<file path="src/rtl/button_ctrl_if.sv">
// rtl/button_ctrl_if.sv - button/LED signal bundle between LA/IO glue and button_ctrl
interface button_ctrl_if;
    logic       enable_i;
    logic       btn_i;
    logic [2:0] led_o;
    logic [1:0] mode_o;
    logic       press_pulse_o;
    logic       long_pulse_o;
    logic [7:0] press_count_o;
    logic       btn_db_o;

    // Controller side
    modport slave (
        input  enable_i,
        input  btn_i,
        output led_o,
        output mode_o,
        output press_pulse_o,
        output long_pulse_o,
        output press_count_o,
        output btn_db_o
    );

    // Driver/observer side
    modport master (
        output enable_i,
        output btn_i,
        input  led_o,
        input  mode_o,
        input  press_pulse_o,
        input  long_pulse_o,
        input  press_count_o,
        input  btn_db_o
    );
endinterface

</file>
<file path="src/rtl/button_ctrl.sv">
// rtl/button_ctrl.sv - debounced push-button controller with OFF/ON/BLINK LED mode machine
module button_ctrl #(
    parameter int DEBOUNCE_CYCLES   = 50000,
    parameter int LONG_PRESS_CYCLES = 25000000,
    parameter int BLINK_HALF_CYCLES = 5000000
) (
    input  logic          wb_clk_i,
    input  logic          wb_rst_i,
    button_ctrl_if.slave  bus
);

    localparam int DBW   = $clog2(DEBOUNCE_CYCLES);
    localparam int HOLDW = $clog2(LONG_PRESS_CYCLES + 1);
    localparam int BLW   = $clog2(BLINK_HALF_CYCLES);

    localparam logic [DBW-1:0]   DB_LAST   = DBW'(DEBOUNCE_CYCLES - 1);
    localparam logic [HOLDW-1:0] HOLD_MAX  = HOLDW'(LONG_PRESS_CYCLES);
    localparam logic [HOLDW-1:0] HOLD_LAST = HOLDW'(LONG_PRESS_CYCLES - 1);
    localparam logic [BLW-1:0]   BL_LAST   = BLW'(BLINK_HALF_CYCLES - 1);

    typedef enum logic [1:0] {
        MODE_OFF   = 2'd0,
        MODE_ON    = 2'd1,
        MODE_BLINK = 2'd2
    } mode_t;

    logic             r_sync1;
    logic             r_sync2;
    logic             r_btn_db;
    logic             r_btn_db_q;
    logic [DBW-1:0]   r_db_cnt;
    logic [HOLDW-1:0] r_hold;
    logic             r_armed;
    mode_t            r_mode;
    mode_t            w_mode_next;
    logic             r_press_pulse;
    logic             r_long_pulse;
    logic [7:0]       r_press_count;
    logic [BLW-1:0]   r_blink_cnt;
    logic             r_phase;
    logic [2:0]       w_led;

    logic w_rise;
    logic w_fall;
    logic w_long;
    logic w_short;

    assign w_rise = r_btn_db & ~r_btn_db_q;
    assign w_fall = ~r_btn_db & r_btn_db_q;

    // db_q gates out the rise cycle, where r_hold still carries the previous press
    assign w_long  = r_btn_db & r_btn_db_q & r_armed & bus.enable_i & (r_hold == HOLD_LAST);
    assign w_short = w_fall & r_armed & bus.enable_i & (r_hold < HOLD_LAST);

    // Two-flop synchroniser for the asynchronous button pin
    always_ff @(posedge wb_clk_i or negedge wb_rst_i) begin
        if (!wb_rst_i) begin
            r_sync1 <= 1'b0;
            r_sync2 <= 1'b0;
        end else begin
            r_sync1 <= bus.btn_i;
            r_sync2 <= r_sync1;
        end
    end

    // Debounce: level follows the synchronised input only after a full run of disagreement
    always_ff @(posedge wb_clk_i or negedge wb_rst_i) begin
        if (!wb_rst_i) begin
            r_btn_db   <= 1'b0;
            r_btn_db_q <= 1'b0;
            r_db_cnt   <= '0;
        end else begin
            r_btn_db_q <= r_btn_db;
            if (r_sync2 != r_btn_db) begin
                if (r_db_cnt == DB_LAST) begin
                    r_btn_db <= r_sync2;
                    r_db_cnt <= '0;
                end else begin
                    r_db_cnt <= r_db_cnt + 1'b1;
                end
            end else begin
                r_db_cnt <= '0;
            end
        end
    end

    // Hold timer and press validity: armed only when enabled at press start, lost on any enable drop
    always_ff @(posedge wb_clk_i or negedge wb_rst_i) begin
        if (!wb_rst_i) begin
            r_hold  <= '0;
            r_armed <= 1'b0;
        end else begin
            if (w_rise) begin
                r_hold <= '0;
            end else if (r_btn_db && (r_hold != HOLD_MAX)) begin
                r_hold <= r_hold + 1'b1;
            end
            if (w_rise) begin
                r_armed <= bus.enable_i;
            end else begin
                r_armed <= r_armed & bus.enable_i & ~w_long & ~w_short;
            end
        end
    end

    // Mode state register
    always_ff @(posedge wb_clk_i or negedge wb_rst_i) begin
        if (!wb_rst_i) begin
            r_mode <= MODE_OFF;
        end else begin
            r_mode <= w_mode_next;
        end
    end

    // Mode next state: long press forces OFF, short press cycles OFF->ON->BLINK->OFF
    always_comb begin
        w_mode_next = r_mode;
        if (w_long) begin
            w_mode_next = MODE_OFF;
        end else if (w_short) begin
            case (r_mode)
                MODE_OFF: w_mode_next = MODE_ON;
                MODE_ON:  w_mode_next = MODE_BLINK;
                default:  w_mode_next = MODE_OFF;
            endcase
        end
    end

    // LED drive decoded from mode and blink phase
    always_comb begin
        w_led = 3'b000;
        case (r_mode)
            MODE_ON:    w_led = 3'b111;
            MODE_BLINK: w_led = {3{r_phase}};
            default:    w_led = 3'b000;
        endcase
    end

    // Event strobes and the wrapping short-press counter
    always_ff @(posedge wb_clk_i or negedge wb_rst_i) begin
        if (!wb_rst_i) begin
            r_press_pulse <= 1'b0;
            r_long_pulse  <= 1'b0;
            r_press_count <= 8'd0;
        end else begin
            r_press_pulse <= w_short;
            r_long_pulse  <= w_long;
            if (w_short) begin
                r_press_count <= r_press_count + 8'd1;
            end
        end
    end

    // Blink timebase: starts lit on entry, toggles every half period, parked at 0 otherwise
    always_ff @(posedge wb_clk_i or negedge wb_rst_i) begin
        if (!wb_rst_i) begin
            r_blink_cnt <= '0;
            r_phase     <= 1'b0;
        end else if (w_mode_next == MODE_BLINK && r_mode != MODE_BLINK) begin
            r_blink_cnt <= '0;
            r_phase     <= 1'b1;
        end else if (w_mode_next == MODE_BLINK) begin
            if (r_blink_cnt == BL_LAST) begin
                r_blink_cnt <= '0;
                r_phase     <= ~r_phase;
            end else begin
                r_blink_cnt <= r_blink_cnt + 1'b1;
            end
        end else begin
            r_blink_cnt <= '0;
            r_phase     <= 1'b0;
        end
    end

    assign bus.led_o         = w_led;
    assign bus.mode_o        = r_mode;
    assign bus.press_pulse_o = r_press_pulse;
    assign bus.long_pulse_o  = r_long_pulse;
    assign bus.press_count_o = r_press_count;
    assign bus.btn_db_o      = r_btn_db;

endmodule

</file>
<file path="src/flat_wrapper.sv">
// flat-port wrapper written by rule: the top's interface ports become plain ports
module button_ctrl_flat 
#(
    parameter int DEBOUNCE_CYCLES   = 50000,
    parameter int LONG_PRESS_CYCLES = 25000000,
    parameter int BLINK_HALF_CYCLES = 5000000
)
  (wb_clk_i, wb_rst_i, bus_enable_i, bus_btn_i, bus_led_o, bus_mode_o, bus_press_pulse_o, bus_long_pulse_o, bus_press_count_o, bus_btn_db_o);
  button_ctrl_if bus_i ();
  input  logic wb_clk_i;
  input  logic wb_rst_i;
  input wire logic [$bits(bus_i.enable_i)-1:0] bus_enable_i;
  input wire logic [$bits(bus_i.btn_i)-1:0] bus_btn_i;
  output wire logic [$bits(bus_i.led_o)-1:0] bus_led_o;
  output wire logic [$bits(bus_i.mode_o)-1:0] bus_mode_o;
  output wire logic [$bits(bus_i.press_pulse_o)-1:0] bus_press_pulse_o;
  output wire logic [$bits(bus_i.long_pulse_o)-1:0] bus_long_pulse_o;
  output wire logic [$bits(bus_i.press_count_o)-1:0] bus_press_count_o;
  output wire logic [$bits(bus_i.btn_db_o)-1:0] bus_btn_db_o;
  assign bus_i.enable_i = bus_enable_i;
  assign bus_i.btn_i = bus_btn_i;
  assign bus_led_o = bus_i.led_o;
  assign bus_mode_o = bus_i.mode_o;
  assign bus_press_pulse_o = bus_i.press_pulse_o;
  assign bus_long_pulse_o = bus_i.long_pulse_o;
  assign bus_press_count_o = bus_i.press_count_o;
  assign bus_btn_db_o = bus_i.btn_db_o;
  button_ctrl #(.DEBOUNCE_CYCLES(DEBOUNCE_CYCLES), .LONG_PRESS_CYCLES(LONG_PRESS_CYCLES), .BLINK_HALF_CYCLES(BLINK_HALF_CYCLES)) u_core (.wb_clk_i(wb_clk_i), .wb_rst_i(wb_rst_i), .bus(bus_i));
endmodule
</file>
<file path="config.mk">
export PLATFORM = sky130hd
export DESIGN_NAME = button_ctrl_flat
export DESIGN_NICKNAME = d
export VERILOG_FILES = /design/src/rtl/button_ctrl_if.sv /design/src/rtl/button_ctrl.sv /design/src/flat_wrapper.sv
export SDC_FILE = /design/constraint.sdc
export NUM_CORES = 1
export LEC_CHECK = 0
export BUFFER_PORTS_ARGS = -buffer_cell sky130_fd_sc_hd__buf_2
export CAP_MARGIN = 10
export CORE_UTILIZATION = 38
export CTS_CLUSTER_DIAMETER = 150
export CTS_CLUSTER_SIZE = 12
export DETAILED_ROUTE_END_ITERATION = 10
export PLACE_DENSITY = 0.56
export SETUP_SLACK_MARGIN = 0.3
export SYNTH_ARGS = -nofsm -noshare
export SYNTH_HDL_FRONTEND = slang
export SYNTH_SLANG_ARGS = --single-unit
</file>
<file path="constraint.sdc">
create_clock -name wb_clk_i -period 2.6 [get_ports wb_clk_i]
set_clock_uncertainty 0.2 [all_clocks]
set_input_delay 0.39 -clock wb_clk_i [delete_from_list [all_inputs] [get_ports wb_clk_i]]
set_output_delay 0.39 -clock wb_clk_i [all_outputs]
set_load 0.01 [all_outputs]
</file>
# == Word level (Yosys, flattened, before mapping) ==
# Index checks and enable logic that the tools add are counted.
# word_totals
elab_cells,65
register_bits,82
in_bits,4
output_inout_bits,16
# classes
n_addsub,4
bitwise,17
mux,15
n_eq_ne,10
n_reduce_logical,5
magnitude_cmp,1
# ops
operator,n
23-bit 2-to-1 mux,3
25-bit 2-to-1 mux,2
16-bit 2-to-1 mux,2
"25-bit by 1-bit adder with 25-bit output, second input constant",1
"25-bit == test, second input constant",1
"25-bit less-than comparator, second input constant",1
"25-bit inequality test, second input constant",1
"23-bit by 1-bit adder with 23-bit output, second input constant",1
"23-bit == test, second input constant",1
"16-bit by 1-bit adder with 16-bit output, second input constant",1
"16-bit == test, second input constant",1
1-bit bitwise AND,12
"8-bit by 1-bit adder with 8-bit output, second input constant",1
3-bit case mux with 2 select lines,1
1-bit NOT,5
"2-bit == test, second input constant",2
1-bit 2-to-1 mux,4
2-bit 2-to-1 mux,2
2-bit case mux with 2 select lines,1
"3-bit inequality test, second input constant",1
"2-bit by 1-bit == test with 1-bit output, second input constant",1
1-bit logical AND,2
2-bit logical NOT,1
"2-bit inequality test, second input constant",1
3 further kinds,3

# == Depth between registers and ports, before layout ==
# Gate-level depths: netlist of run 1.
# depth
depth_word,10
depth_mapped,8
depth_no_buf,8

# == Worst setup path before layout of run 1 ==
# Ideal clock, no wire load.
# synth_timing
path_kind,flip-flop to flip-flop
start,register u_core.r_hold[0]
end,register u_core.r_hold[22]
setup_ns,0.132
synth_period_minus_slack_ns,2.255
path_slack_ns,0.345
required_ns,2.268
t_arrival_ns,1.923
path_stages_with_launch,9
path_cell_list,dfrtp_1 inv_1 ha_1 nor4b_1 and4b_1 a211oi_1 nand4_1 xnor2_1 nor2_1
# synth_between
elab_chain_cells,3
# synth_rtl
item,line_no,rtl
start: declaration,button_ctrl.sv:32,logic [HOLDW-1:0] r_hold;
start signal: assignment,button_ctrl.sv:96,r_hold <= r_hold + 1'b1;
25-bit by 1-bit adder with 25-bit output / 25-bit inequality test (equally long branches),"button_ctrl.sv:96, button_ctrl.sv:95",
25-bit 2-to-1 mux / 1-bit logical AND (equally long branches),button_ctrl.sv:95,end else if (r_btn_db && (r_hold != HOLD_MAX)) begin
25-bit 2-to-1 mux / 2-bit nonzero test (equally long branches),-,
# Parallel ways exist; a longest one is shown, timed or not. The select of a mux whose other input is x is not followed.
# A chain may end at the register's enable or synchronous reset.

# == Final worst setup path of run 1 ==
# layout_timing
start,register u_core.r_hold[9]
end,register u_core.r_blink_cnt[13]
# layout_between
elab_chain_cells,7
# layout_rtl
item,line_no,rtl
25-bit less-than comparator,button_ctrl.sv:53,assign w_short = w_fall & r_armed & bus.enable_i & (r_hold < HOLD_LAST);
1-bit bitwise AND,button_ctrl.sv:53,
2-bit 2-to-1 mux,button_ctrl.sv:120,end else if (w_short) begin
2-bit 2-to-1 mux (*),button_ctrl.sv:118,if (w_long) begin
2-bit == test (*),"button_ctrl.sv:159, button_ctrl.sv:162",
23-bit 2-to-1 mux / 1-bit logical AND (equally long branches),"button_ctrl.sv:162, button_ctrl.sv:159",
23-bit 2-to-1 mux (*),button_ctrl.sv:159,end else if (w_mode_next == MODE_BLINK && r_mode != MODE_BLINK) begin
end signal: assignment,button_ctrl.sv:167,r_blink_cnt <= r_blink_cnt + 1'b1;
end: declaration,button_ctrl.sv:39,logic [BLW-1:0] r_blink_cnt;
# Every way passes the cells marked *; elsewhere a longest branch is shown, timed or not.

==> results of run 1 <==
-- worst max-delay path: cells and delay by family (launching register included) --
kind | cells | cell delay (ns)
and+or+nand+nor | 5 | 1.05
DFF | 1 | 0.43
muxes | 1 | 0.18
buffers and inverters | 2 | 0.30
-- cell families after synthesis --
family / share of synthesized area (%)
AND/OR/NAND/NOR: 26.3
flip-flops: 50.2
multiplexers: 1.84
adder cells (fa/ha/maj): 2.45
AO/OA/AOI/OAI: 2.39
XOR/XNOR: 14.2
buffers and inverters: 2.63
-- registers in the layout, summed over array words and instances, names as in the netlist --
register                  flops
u_core.bus.btn_db_o           1
u_core.r_sync2                1
u_core.r_phase                1
u_core.r_armed                1
u_core.r_btn_db_q             1
u_core.bus.press_pulse_o      1
u_core.r_sync1                1
u_core.bus.long_pulse_o       1
u_core.r_db_cnt              16
u_core.r_blink_cnt           23
u_core.bus.press_count_o      8
u_core.r_hold                25
u_core.bus.mode_o             2
-- cell usage after synthesis, drive strengths merged --
cell type / count
a211oi: 2
a21oi: 4
a31oi: 1
a32o: 1
and2: 2
and3: 25
and4: 4
and4b: 1
and4bb: 1
buf: 5
clkbuf: 9
dfrtp: 82
ha: 8
inv: 8
mux2: 2
mux2i: 4
nand2: 30
nand3: 24
nand4: 23
nand4bb: 1
nor2: 76
nor2b: 3
nor3: 6
nor3b: 1
nor4: 5
nor4b: 3
o211a: 1
o21a: 1
o21ai: 1
o31ai: 1
o41ai: 1
or2: 2
or3: 1
or3b: 1
or4: 1
xnor2: 27
xor2: 39
-- area by class of cell --
cell class	count	area share (%)
flip-flops and latches	82	42.5
clock buffers	11	3.13
multi-input cells	303	41.3
clock inverters	5	1.09
well taps	136	3.52
repair buffers	45	7.82
inverters	8	0.621
-- worst paths after layout --
check	to	slack [ns]	depth (start not counted)
worst max-delay path	u_core.r_blink_cnt[13]	0.32	8
worst min-delay path	u_core.r_armed	0.1	2
worst max register to register	u_core.r_blink_cnt[13]	0.32	8
worst min register to register	u_core.r_sync2	0.16	0
max in group asynchronous	u_core.r_hold[2]	1.41	3
min in group asynchronous	u_core.r_hold[5]	0.40	3
-- metal layers --
layer	share of wire, %	global-route usage (%)
met5	0	0
met1	51	20.2
met2	45	23.2
met4	0.73	5.65
met3	3.3	3.90
-- repair_timing --
action	4_1_cts	5_1_grt
buffers inserted	1	12
resized for setup	1	20
setup endpoints to repair	13	35
endpoints found under the hold margin	83	0
hold buffers	2	0
pin swaps	0	7
gates cloned	0	3
-- stage by stage --
stage | cell area (um2) | instances | power [W]
2_1_floorplan | 4090 | 407 | 0.00132
3_3_place_gp | 4360 | 556 | 0.00135
3_5_place_dp | 4360 | 556 | 0.00135
4_1_cts | 4590 | 575 | 0.00231
5_1_grt | 4830 | 590 | 0.00236
6_report | 4830 | 590 | 0.00227
-- power by group through the flow --
| stage | Sequential (W) | Combinational (W) | Clock (W) |
|---|---|---|---|
| floorplan | 0.00131 | 0.00000844 | 0 |
| global placement | 0.00131 | 0.0000434 | 0 |
| detailed placement | 0.00131 | 0.0000438 | 0 |
| CTS | 0.00128 | 0.0000461 | 0.000980 |
| global route | 0.00128 | 0.0000506 | 0.00102 |
| finish | 0.00128 | 0.0000432 | 0.000948 |
==> metrics.csv, run 1 <==
metric,value,unit
outcome,"finished, final reports clean",
Total GRT Usage,15.0,%
"Reg clk slew, reported paths",0.08,ns
sw frac,21.7,%
Initial DRC Count,127,
Leak Pwr,2.21,nW
Final Setup Violations,0,
post-synth top area cell,dfrtp_1,
CP Class,reg2reg,
WL final,7.92,mm
slew at the pin closest to its max-slew limit,0.490,ns
first-pass GRT wire length,13.3,mm
CORE AREA,10400,um2
Post-Syn Instances,407,
Final Core Density,46.6,%
Die Y,106,um
Final Wtd Congestion,0.809,
max-slew violations,0,
num ports,20,
internal cell power,0.00178,W
largest net degree at the start of global routing,83,
clk_lat worst skew,0.35,ns
crit share post-route,87.6,%
row count,37,
DR WL/cell,13.4,um
crit path DAT,2.32,ns
CP Capture Type,register,
synth warn,0,
DRC errors left,0,
final hold violations,0,
Reg power frac,56.4,%
H-tree depth,3,
fmax,0.439,GHz
Final WS setup,0.322,ns
Via density,4.99,
path category of the worst min-delay check,in2reg,
Fin Setup TNS,0,ns
Hold Crit Start,bus_enable_i,
Critical path origin,u_core.r_hold[9],
CTS tree,yes,
ant diodes,0,
CTS Buf Count,9,
total of max-cap violations,0,
post-DP HPWL,5.08,mm
GRT overflow,0,
Sw Pwr,0.000493,W
r2r startpoint,u_core.r_hold[9],
Total Nets Final,461,
share of the synthesized area in the top cell type,50.2,%
routed vias,2943,
worst vdd ir,0.000214,V
number of global-route vias before repair,2888,
syn_nets,419,
CTS Sinks,82,
Min Hold Slack,0.0970,ns
Layout fillers,1036,
Final ANT Viol Nets,0,
Max-slew headroom,67.2,%
"most common cell after layout, fill and taps aside",dfrtp_1,
Pre-antenna DRT Iters,4,
synthesized flop and latch total,82,
"Min Clock Period, post-route",2.28,ns
initial antenna violation count,0,
Logic pwr share,1.9,%
Max clock buf depth,2,
Mapped Area,4090,um2
post-synth cell types,44,
"top cells by area, synth","dfrtp_1, xor2_1, nor2_1",
Power Density,471,nW/um2
clk root buf,clkbuf_8,
RSZ-0062 raised after global routing,true,
CP required,2.64,ns
IO buf count,19,
post-synthesis average cell area,10.0,um2
storage element area,2060,um2
"Seq/Total Area, Yosys",50.2,%
worst-path cell chain,or2_4 -> or3_4 -> nor4_4 -> nor3_2 -> mux2i_4 -> buf_12 -> clkbuf_16 -> nor2_1,
Area growth syn-to-layout,18.3,%
"Slowest-stage cell, CP",dfrtp_2,
DP Worst Slack,0.314,ns
DIE WIDTH,106,um
clock power share,41.7,%
fraction of layout instances using a drive strength above 1,19.8,%
die area,11200,um2
worst-path maximum fanout,6,
Worst path max stage delay,0.43,ns
multi-input logic area,2000,um2
starting density of the core,39.4,%
CP Launch Type,register,
most frequent cells in the layout,"dfrtp_1, nor2_1, xor2_1, nand2_1, xnor2_1",
No activity file was read; power rests on OpenSTA's default activity.
==> run 2, diff against run 1 <==
Settings changed: BUFFER_PORTS_ARGS -buffer_cell sky130_fd_sc_hd__buf_2 to -buffer_cell sky130_fd_sc_hd__buf_4, PLACE_DENSITY 0.56 to default.
==> metrics.csv, run 2 (same netlist as run 1, synthesis figures left out) <==
metric,value,unit
most frequent cells in the layout,"dfrtp_1, nor2_1, xor2_1, buf_4, nand2_1",
CTS Buf Count,9,
Max-slew headroom,68.0,%
Biggest register,u_core.r_hold,
Final Wtd Congestion,0.814,
Fin Setup TNS,0,ns
total power,0.00228,W
DRC errors left,0,
Total GRT Usage,15.4,%
"Min Clock Period, post-route",2.23,ns
Largest regs,"u_core.r_hold x25, u_core.r_blink_cnt x23, u_core.r_db_cnt x16",
Final Core Density,45.3,%
Max clock buf depth,2,
total of max-cap violations,0,
row count,37,
Pre-antenna DRT Iters,4,
Post-Layout Cell Count,581,
max-slew violations,0,
DP Cell Count,558,
DR WL/cell,13.4,um
CP Capture Type,register,
IO buf count,19,
M1 wire length,3.85,mm
"Reg clk slew, reported paths",0.08,ns
Total Nets Final,452,
GRT overflow,0,
Via density,4.93,
RSZ-0062 raised after global routing,true,
clk_lat worst skew,0.36,ns
met3 routed WL,174,um
Final ANT Viol Nets,0,
H-tree depth,3,
Min Hold Slack,0.0755,ns
path category of the worst min-delay check,in2reg,
CTS tree,yes,
fraction of layout instances using a drive strength above 1,15.3,%
first-pass GRT wire length,13.5,mm
fmax,0.449,GHz
largest net degree at the start of global routing,41,
Highest Signal Layer,met4,
post-DP HPWL,5.32,mm
CP Class,reg2reg,
CTS Sinks,82,
worst-path maximum fanout,23,
starting density of the core,39.4,%
max FFs per register,25,
CORE AREA,10400,um2
Die Y,106,um
WL final,7.77,mm
Leak Pwr,2.13,nW
final hold violations,0,
Area growth syn-to-layout,14.9,%
routed vias,2866,
number of global-route vias before repair,2855,
CP required,2.64,ns
met2 WL post-DR,3.54,mm
outcome,"finished, final reports clean",
num ports,20,
worst vdd ir,0.000227,V
Final Setup Violations,0,
slew at the pin closest to its max-slew limit,0.479,ns
crit path DAT,2.27,ns
Power Density,486,nW/um2
clk root buf,clkbuf_8,
ant diodes,0,
crit share post-route,85.7,%
"most common cell after layout, fill and taps aside",dfrtp_1,
DIE WIDTH,106,um
Initial DRC Count,131,
die area,11200,um2
CP Launch Type,register,
initial antenna violation count,0,
## run 2: metal layers
metal,vias up,GRT usage (%)
li1,1447,-
met1,1373,20.4
met4,0,8.93
met5,-,0
met3,14,2.78
met2,32,23.4
## run 2: path summary, 6_finish.rpt
check	from	end	slack (ns)	cells past startpoint
min in group asynchronous	wb_rst_i	u_core.r_hold[8]	0.28	2
max in group asynchronous	wb_rst_i	u_core.r_db_cnt[4]	1.35	3
max	u_core.r_hold[23]	u_core.r_blink_cnt[9]	0.37	7
max reg2reg	u_core.r_hold[23]	u_core.r_blink_cnt[9]	0.37	7
min reg2reg	u_core.r_sync1	u_core.r_sync2	0.15	0
min	bus_enable_i	u_core.r_armed	0.08	2
## run 2: power breakdown
group	leakage [nW]	internal, W	switching (W)
logic	0.895	0.0000129	0.0000326
registers	1.13	0.00128	0.00000439
clock network	0.105	0.000491	0.000460
total	2.13	0.00178	0.000497
## run 2: timing repair
item,CTS,global route
pin swaps,1,2
setup endpoints to repair,23,37
endpoints found under the hold margin,22,0
hold buffers,2,0
resized for setup,0,5
buffers inserted,2,3
## run 2: final cells by class
class                      instances  area [um2]
multi-input combinational        303        1930
timing repair buffer              36         304
fill                            1000        5680
tap                              136         170
clock buffer                      11         151
clock inverter                     5        52.6
sequential                        82        2060
inverter                           8        30.0
## run 2: critical path, stage by stage (launching register included)
cell       delay [ns]
dfrtp_1          0.42
nand4bb_1        0.22
or3b_4           0.42
nor4_4           0.29
nor3_1           0.14
mux2i_4          0.18
buf_12           0.18
nor2_1           0.06
## run 2: stage by stage
step,setup slack [ns],area (um2)
final,0.371,4690
after global routing,0.240,4690
after CTS,0.309,4660
after detailed placement,0.259,4420
after global placement,0.339,4420
after floorplan,0.345,4090
